**src/rtl/esp8266_pkg.sv**
```systemverilog
// Shared types and helpers for the ESP8266 UART transmit path.
package esp8266_pkg;

    localparam int unsigned DATA_BITS = 8;

    typedef enum logic [2:0] {
        IDLE,
        START,
        DATA,
        PARITY,
        STOP
    } state_e;

    // Clock cycles per bit; integer division, truncating.
    function automatic int unsigned baud_div(input int unsigned clk, input int unsigned baud);
        return clk / baud;
    endfunction

endpackage

```
**src/rtl/esp8266_uart_tx_if.sv**
```systemverilog
// Encoder-to-UART byte strobe plus line and status signals.
interface esp8266_uart_tx_if;
    import esp8266_pkg::*;

    logic                 Sig;
    logic [DATA_BITS-1:0] Data_send;
    logic                 Tx;
    logic                 Tx_busy;
    logic                 Tx_done;
    logic                 Fifo_full;
    logic                 Overflow;

    modport master (
        output Sig,
        output Data_send,
        input  Tx,
        input  Tx_busy,
        input  Tx_done,
        input  Fifo_full,
        input  Overflow
    );

    modport slave (
        input  Sig,
        input  Data_send,
        output Tx,
        output Tx_busy,
        output Tx_done,
        output Fifo_full,
        output Overflow
    );

endinterface

```
**src/rtl/uart_tx_fifo.sv**
```systemverilog
// Synchronous circular FIFO with registered full/empty/count flags.
module uart_tx_fifo #(
    parameter int unsigned WIDTH = 8,
    parameter int unsigned DEPTH = 16
) (
    input  logic                     clk,
    input  logic                     rst_n,
    input  logic                     i_push,
    input  logic [WIDTH-1:0]         i_data,
    input  logic                     i_pop,
    output logic [WIDTH-1:0]         o_rd_data_c,
    output logic                     o_full,
    output logic                     o_empty,
    output logic [$clog2(DEPTH):0]   o_count
);

    localparam int unsigned AW = $clog2(DEPTH);
    localparam int unsigned CW = AW + 1;

    logic [WIDTH-1:0] r_mem [DEPTH];
    logic [AW-1:0]    r_wr_ptr;
    logic [AW-1:0]    r_rd_ptr;
    logic [CW-1:0]    r_count;
    logic             r_full;
    logic             r_empty;
    logic             w_do_push;
    logic             w_do_pop;
    logic [CW-1:0]    w_count_next;

    assign w_do_push = i_push & ~r_full;
    assign w_do_pop  = i_pop & ~r_empty;

    // Simultaneous push and pop leaves the occupancy unchanged.
    always_comb begin
        w_count_next = r_count;
        if (w_do_push && !w_do_pop) begin
            w_count_next = r_count + CW'(1);
        end else if (!w_do_push && w_do_pop) begin
            w_count_next = r_count - CW'(1);
        end
    end

    always_ff @(posedge clk or negedge rst_n) begin
        if (!rst_n) begin
            r_wr_ptr <= '0;
            r_rd_ptr <= '0;
            r_count  <= '0;
            r_full   <= 1'b0;
            r_empty  <= 1'b1;
        end else begin
            if (w_do_push) begin
                r_wr_ptr <= r_wr_ptr + AW'(1);
            end
            if (w_do_pop) begin
                r_rd_ptr <= r_rd_ptr + AW'(1);
            end
            r_count <= w_count_next;
            r_full  <= (w_count_next == CW'(DEPTH));
            r_empty <= (w_count_next == '0);
        end
    end

    // Storage carries no reset; validity is tracked by the pointers.
    always_ff @(posedge clk) begin
        if (w_do_push) begin
            r_mem[r_wr_ptr] <= i_data;
        end
    end

    assign o_rd_data_c = r_mem[r_rd_ptr];
    assign o_full      = r_full;
    assign o_empty     = r_empty;
    assign o_count     = r_count;

endmodule

```
**src/rtl/esp8266_uart_tx.sv**
```systemverilog
// Buffers encoder bytes captured on Sig falling edges and sends them as 8N1 frames.
// Define UART_PARITY_EN to insert an even-parity bit (8E1).
module esp8266_uart_tx
    import esp8266_pkg::*;
#(
    parameter int unsigned CLK_FREQ   = 50000000,
    parameter int unsigned BAUD       = 115200,
    parameter int unsigned FIFO_DEPTH = 16
) (
    input  logic             Clk,
    input  logic             Rst_n,
    esp8266_uart_tx_if.slave bus
);

    localparam int unsigned BAUD_DIV      = baud_div(CLK_FREQ, BAUD);
    localparam int unsigned CNT_W         = (BAUD_DIV > 1) ? $clog2(BAUD_DIV) : 1;
    localparam int unsigned CW            = $clog2(FIFO_DEPTH) + 1;
    localparam int unsigned IDX_W         = $clog2(DATA_BITS);
    localparam bit          ONE_CYCLE_BIT = (BAUD_DIV == 1);
    localparam int unsigned PRE_LAST      = ONE_CYCLE_BIT ? 0 : BAUD_DIV - 2;

    logic                 r_sig_d;
    logic                 r_overflow;
    state_e               r_state;
    logic [CNT_W-1:0]     r_cnt;
    logic [IDX_W-1:0]     r_idx;
    logic [DATA_BITS-1:0] r_sh;
    logic                 r_tx;
    logic                 r_busy;
    logic                 r_done;
`ifdef UART_PARITY_EN
    logic                 r_par;
`endif

    logic                 w_fall;
    logic                 w_drop;
    logic                 w_push;
    logic                 w_pop;
    logic                 w_bit_end;
    logic                 w_last_bit;
    logic                 w_stop_pre;
    logic [DATA_BITS-1:0] w_rd_data;
    logic                 w_fifo_full;
    logic                 w_fifo_empty;
    logic [CW-1:0]        w_fifo_count;

    // Falling-edge detector on the encoder strobe.
    always_ff @(posedge Clk or negedge Rst_n) begin
        if (!Rst_n) begin
            r_sig_d <= 1'b0;
        end else begin
            r_sig_d <= bus.Sig;
        end
    end

    assign w_fall = r_sig_d & ~bus.Sig;
    assign w_drop = w_fall & (w_fifo_count == CW'(FIFO_DEPTH));
    assign w_push = w_fall & ~w_drop;

    always_ff @(posedge Clk or negedge Rst_n) begin
        if (!Rst_n) begin
            r_overflow <= 1'b0;
        end else if (w_drop) begin
            r_overflow <= 1'b1;
        end
    end

    uart_tx_fifo #(
        .WIDTH (DATA_BITS),
        .DEPTH (FIFO_DEPTH)
    ) u_fifo (
        .clk         (Clk),
        .rst_n       (Rst_n),
        .i_push      (w_push),
        .i_data      (bus.Data_send),
        .i_pop       (w_pop),
        .o_rd_data_c (w_rd_data),
        .o_full      (w_fifo_full),
        .o_empty     (w_fifo_empty),
        .o_count     (w_fifo_count)
    );

    assign w_pop      = (r_state == IDLE) & ~w_fifo_empty;
    assign w_bit_end  = (r_cnt == CNT_W'(BAUD_DIV - 1));
    assign w_last_bit = (r_idx == IDX_W'(DATA_BITS - 1));
    assign w_stop_pre = ~ONE_CYCLE_BIT & (r_cnt == CNT_W'(PRE_LAST));

    // Frame sequencer; Tx, Tx_busy and Tx_done are registered from the next state.
    always_ff @(posedge Clk or negedge Rst_n) begin
        if (!Rst_n) begin
            r_state <= IDLE;
            r_cnt   <= '0;
            r_idx   <= '0;
            r_sh    <= '0;
            r_tx    <= 1'b1;
            r_busy  <= 1'b0;
            r_done  <= 1'b0;
`ifdef UART_PARITY_EN
            r_par   <= 1'b0;
`endif
        end else begin
            r_done <= 1'b0;
            case (r_state)
                IDLE: begin
                    r_tx   <= 1'b1;
                    r_busy <= 1'b0;
                    if (w_pop) begin
                        r_sh    <= w_rd_data;
`ifdef UART_PARITY_EN
                        r_par   <= ^w_rd_data;
`endif
                        r_cnt   <= '0;
                        r_idx   <= '0;
                        r_state <= START;
                        r_tx    <= 1'b0;
                        r_busy  <= 1'b1;
                    end
                end
                START: begin
                    if (w_bit_end) begin
                        r_cnt   <= '0;
                        r_state <= DATA;
                        r_tx    <= r_sh[0];
                    end else begin
                        r_cnt <= r_cnt + CNT_W'(1);
                    end
                end
                DATA: begin
                    if (w_bit_end) begin
                        r_cnt <= '0;
                        if (w_last_bit) begin
`ifdef UART_PARITY_EN
                            r_state <= PARITY;
                            r_tx    <= r_par;
`else
                            r_state <= STOP;
                            r_tx    <= 1'b1;
                            r_done  <= ONE_CYCLE_BIT;
`endif
                        end else begin
                            r_sh  <= r_sh >> 1;
                            r_tx  <= r_sh[1];
                            r_idx <= r_idx + IDX_W'(1);
                        end
                    end else begin
                        r_cnt <= r_cnt + CNT_W'(1);
                    end
                end
`ifdef UART_PARITY_EN
                PARITY: begin
                    if (w_bit_end) begin
                        r_cnt   <= '0;
                        r_state <= STOP;
                        r_tx    <= 1'b1;
                        r_done  <= ONE_CYCLE_BIT;
                    end else begin
                        r_cnt <= r_cnt + CNT_W'(1);
                    end
                end
`endif
                STOP: begin
                    // Raise Tx_done so it lands on the final stop-bit cycle.
                    r_done <= w_stop_pre;
                    if (w_bit_end) begin
                        r_cnt   <= '0;
                        r_state <= IDLE;
                        r_busy  <= 1'b0;
                    end else begin
                        r_cnt <= r_cnt + CNT_W'(1);
                    end
                end
                default: begin
                    r_state <= IDLE;
                    r_cnt   <= '0;
                    r_tx    <= 1'b1;
                    r_busy  <= 1'b0;
                end
            endcase
        end
    end

    assign bus.Tx        = r_tx;
    assign bus.Tx_busy   = r_busy;
    assign bus.Tx_done   = r_done;
    assign bus.Fifo_full = w_fifo_full;
    assign bus.Overflow  = r_overflow;

endmodule

```
**src/flat_wrapper.sv**
```systemverilog
// flat-port wrapper written by rule: the top's interface ports become plain ports
module esp8266_uart_tx_flat import esp8266_pkg::*;
#(
    parameter int unsigned CLK_FREQ   = 50000000,
    parameter int unsigned BAUD       = 115200,
    parameter int unsigned FIFO_DEPTH = 16
)
  (Clk, Rst_n, bus_Sig, bus_Data_send, bus_Tx, bus_Tx_busy, bus_Tx_done, bus_Fifo_full, bus_Overflow);
  esp8266_uart_tx_if bus_i ();
  input  logic Clk;
  input  logic Rst_n;
  input wire logic [$bits(bus_i.Sig)-1:0] bus_Sig;
  input wire logic [$bits(bus_i.Data_send)-1:0] bus_Data_send;
  output wire logic [$bits(bus_i.Tx)-1:0] bus_Tx;
  output wire logic [$bits(bus_i.Tx_busy)-1:0] bus_Tx_busy;
  output wire logic [$bits(bus_i.Tx_done)-1:0] bus_Tx_done;
  output wire logic [$bits(bus_i.Fifo_full)-1:0] bus_Fifo_full;
  output wire logic [$bits(bus_i.Overflow)-1:0] bus_Overflow;
  assign bus_i.Sig = bus_Sig;
  assign bus_i.Data_send = bus_Data_send;
  assign bus_Tx = bus_i.Tx;
  assign bus_Tx_busy = bus_i.Tx_busy;
  assign bus_Tx_done = bus_i.Tx_done;
  assign bus_Fifo_full = bus_i.Fifo_full;
  assign bus_Overflow = bus_i.Overflow;
  esp8266_uart_tx #(.CLK_FREQ(CLK_FREQ), .BAUD(BAUD), .FIFO_DEPTH(FIFO_DEPTH)) u_core (.Clk(Clk), .Rst_n(Rst_n), .bus(bus_i));
endmodule
```
**config.mk**
```make
export PLATFORM = sky130hd
export DESIGN_NAME = esp8266_uart_tx_flat
export DESIGN_NICKNAME = d
export VERILOG_FILES = /design/src/rtl/esp8266_pkg.sv /design/src/rtl/esp8266_uart_tx_if.sv /design/src/rtl/uart_tx_fifo.sv /design/src/rtl/esp8266_uart_tx.sv /design/src/flat_wrapper.sv
export SDC_FILE = /design/constraint.sdc
export NUM_CORES = 1
export LEC_CHECK = 0
export CAP_MARGIN = 30
export CORE_MARGIN = 4
export CORE_UTILIZATION = 60
export DETAILED_ROUTE_END_ITERATION = 7
export MAX_ROUTING_LAYER = met4
export PLACE_DENSITY = 0.77
export SLEW_MARGIN = 10
export SYNTH_ARGS = -nofsm -noshare
export SYNTH_HDL_FRONTEND = slang
export SYNTH_HIERARCHICAL = 1
export SYNTH_SLANG_ARGS = --single-unit
```
**constraint.sdc**
```tcl
create_clock -name Clk -period 2.7 [get_ports Clk]
set_clock_uncertainty 0.1 [all_clocks]
set_input_delay 0.27 -clock Clk [delete_from_list [all_inputs] [get_ports Clk]]
set_output_delay 0.27 -clock Clk [all_outputs]
set_load 0.01 [all_outputs]
```
==> flow_summary.json <==
{
  "outcome": "finished clean",
  "drt-initial-drc-count": 396,
  "gp_congestion": 0.915,
  "cpPeakStageDelay_ns": 0.49,
  "synth_fp_nets": 470,
  "path_delay_family": "simple AND/OR/NAND/NOR gates",
  "cp_data_arrival_time_ns": 2.50,
  "cp_max_fo": 8,
  "required_ns": 2.69,
  "die_area_sq_um": 14100,
  "yosysTopAreaCellShare_pct": 52.2,
  "grt-ovfl-total": 0,
  "postCtsSetupBuffers": 0,
  "hold_viol": 0,
  "cts_buffers": 17,
  "dr.pass1.iters": 5,
  "fin_setup_tns_ns": 0,
  "cp_cell_sequence": "nor4_1 > and2_1 > nor3b_1 > nand2b_1 > nor3b_1 > and2_1",
  "place_inst": 596,
  "maxCapViolations": 0,
  "final_core_util_pct": 68.5,
  "power.density_nw_per_um2": 735,
  "p_total_mw": 6.05,
  "worst_pin_slew_ns": 0.721,
  "crit_slowest_cell": "dfrtp_1",
  "swShare_pct": 25.1,
  "multi_input_area_sq_um": 2260,
  "cts_sinks": 171,
  "wl_per_cell_um": 22.1,
  "ys_types": 57,
  "cts_max_level": 4,
  "finalCriticalPeriod_ns": 2.51,
  "diodes": 0,
  "clockBufferDepth": 2,
  "hp-class": "in -> async",
  "drc": 0,
  "period_share_pct": 92.9,
  "grt_pass1_wl_um": 22100,
  "antenna_left": 0,
  "p_comb_share_pct": 8.9,
  "async_flop_share_pct": 25.1,
  "worst_setup_path_start_kind": "flip-flop",
  "syn_inst": 447,
  "critPathKind": "reg -> reg",
  "synth_top_area_cell": "edfxtp_1",
  "wl_um": 14000,
  "p_sw_mw": 1.52,
  "crit_buf_inv": 0,
  "vias_per_cell": 6.23,
  "synth_edf_count": 128,
  "final_cells": 630,
  "synthFlopType": "edfxtp_1",
  "internal-power_mw": 4.53,
  "synthTopCellsByArea": "edfxtp_1, dfrtp_1, mux4_2",
  "finalMaxSlewViolations": 0,
  "slew_headroom_pct": 51.8,
  "worst_slack_ns": 0.190,
  "start_util_pct": 61.3,
  "core-area_sq_um": 12000,
  "dpl_worst_slack_ns": 0.165,
  "die_w_um": 119,
  "ir_drop_v": 0.000598,
  "clkTransAtPathRegs_ns": 0.07,
  "rows": 40,
  "register_area_sq_um": 4920,
  "ys_ff_latch": 171,
  "ios": 16,
  "drive_above_1_share_pct": 19.0,
  "power.leakage_nw": 2.95,
  "fmax_mhz": 398,
  "power_frac_clock_pct": 39.0,
  "setup_viol": 0,
  "grt_max_degree": 44,
  "synth_area_sq_um": 7360,
  "synth_area_per_cell_sq_um": 16.5,
  "fillers": 773,
  "worstSkewPairLatency_ns": 0.43,
  "io_buffers": 15,
  "vias": 3928,
  "seqPwrFrac_pct": 52.1,
  "yosysSeqAreaShare_pct": 66.8,
  "yosys_warnings": 6,
  "dpl.hpwl_um": 9090,
  "root_buffer": "clkbuf_16",
  "antenna_found_initial": 0,
  "area_delta_synth_final_pct": 11.8,
  "track_usage_pct": 21.9,
  "rsz0062_at_grt": "no",
  "grt_pass1_vias": 3912,
  "die_h_um": 119,
  "endpoint_kind": "flip-flop",
  "fin_nets": 493,
  "cts_tree": "yes"
}
==> layout make-up <==
type                            instances  area share [%]
Tap cell                              147            2.23
Clock inverter                         15            1.87
Clock buffer                           17            5.17
Sequential cell                       171            59.8
Timing Repair Buffer                   22            2.89
Inverter                               12           0.547
Multi-Input combinational cell        246            27.5
==> registers in the layout, summed over array words and instances (netlist names), 3 cells and up <==
name,cells
u_core/u_fifo/r_mem,128
u_core/r_cnt,9
u_core/r_sh,8
u_core/u_fifo/o_count,5
u_core/u_fifo/r_rd_ptr,4
u_core/u_fifo/r_wr_ptr,4
u_core/r_idx,3
u_core/r_state,3
==> synth_stat cells, types with 3 or more instances <==
cell type and n:
and2_1 18, mux4_2 23, mux2i_1 4, buf_6 5, a21oi_1 4, mux4_1 9, nand3_1 9, edfxtp_1 128
xnor2_1 15, nor4_1 4, buf_2 5, nand4_1 4, a22oi_1 16, nand2b_1 3, nor3_1 5, o21ai_0 8
inv_1 12, nand2_1 44, nor2b_1 7, ha_1 12, clkbuf_1 3, mux2_4 7, dfrtp_1 41, nor3b_1 4
nor2_1 17
==> power by group through the flow <==
stage / sequential [mW] / combinational [mW] / clock (mW)
2_1_floorplan: 3.16 / 0.324 / 0
3_3_place_gp: 3.19 / 0.500 / 0
3_5_place_dp: 3.20 / 0.517 / 0
4_1_cts: 3.15 / 0.529 / 2.41
5_1_grt: 3.17 / 0.581 / 2.54
6_report: 3.16 / 0.538 / 2.36
==> per-stage QoR <==
step / instance area, sq um / hold WS (ns)
final: 8230 / 0.112
after floorplan: 7360 / -0.126
after CTS: 8200 / 0.215
after global routing: 8230 / 0.123
after detailed placement: 7610 / 0.361
after global placement: 7610 / 0.358
==> worst paths after layout <==
| check | cells past startpoint | slack [ns] | end | start |
|---|---|---|---|---|
| setup / recovery | 6 | 0.19 | u_core/u_fifo/r_mem[11][0] | u_core/u_fifo/o_count[0] |
| hold / removal | 2 | 0.11 | u_core/r_sh[2] | Rst_n |
| setup reg to reg | 6 | 0.19 | u_core/u_fifo/r_mem[11][0] | u_core/u_fifo/o_count[0] |
| hold reg to reg | 1 | 0.37 | u_core/bus.Overflow | u_core/bus.Overflow |
| max in group asynchronous | 3 | 1.88 | u_core/u_fifo/o_empty | Rst_n |
| min in group Clk | 1 | 0.24 | u_core/r_sig_d | bus_Sig |
==> kinds of logic after synthesis <==
| logic type | share of synthesized area [%] |
|---|---|
| adders and majority gates | 2.04 |
| DFF | 66.8 |
| AOI/OAI and AO/OA | 4.25 |
| muxes | 12.4 |
| xor gates and xnor gates | 2.12 |
| and+or+nand+nor | 9.75 |
| buffers and inverters | 2.62 |
==> routing by layer <==
layer / GRT usage, % / wire length (um) / vias to the layer above
met3: 4.88 / 745 / 29
li1: - / - / 1763
met1: 28.3 / 5730 / 1989
met2: 34.3 / 7120 / 147
met4: 8.47 / 351 / 0
met5: - / 0 / -
==> layout by cell type (no fill, tap or decap), types with 3 or more instances in the layout <==
master and count:
clkbuf_16 17, edfxtp_1 128, a21oi_1 4, nand4_1 4, and2_2 6, buf_12 3
buf_4 3, inv_6 5, o21ai_0 8, clkinv_4 3, nor2_1 17, clkdlybuf4s50_1 14
xnor2_1 15, nor4_1 4, mux2i_1 4, inv_1 12, nor3_1 4, ha_1 12
nand2b_1 3, mux4_2 23, a22oi_1 16, nand3_1 9, inv_8 4, and2_1 12
dfrtp_1 40, mux4_1 9, nor2b_1 6, nand2_1 44, nor3b_1 4, mux2_4 7
==> worst register-to-register path, delay by kind of cell, from the launching register on <==
kind	cells	cell delay, ns
simple gates	6	1.60
flops	1	0.49
==> what timing repair did <==
action | CTS | global route
hold endpoints to repair | 41 | 0
resized for setup | 0 | 8
endpoints found under the setup margin | 0 | 49
hold buffers | 1 | 0
Power figures use the tool's default switching activity.
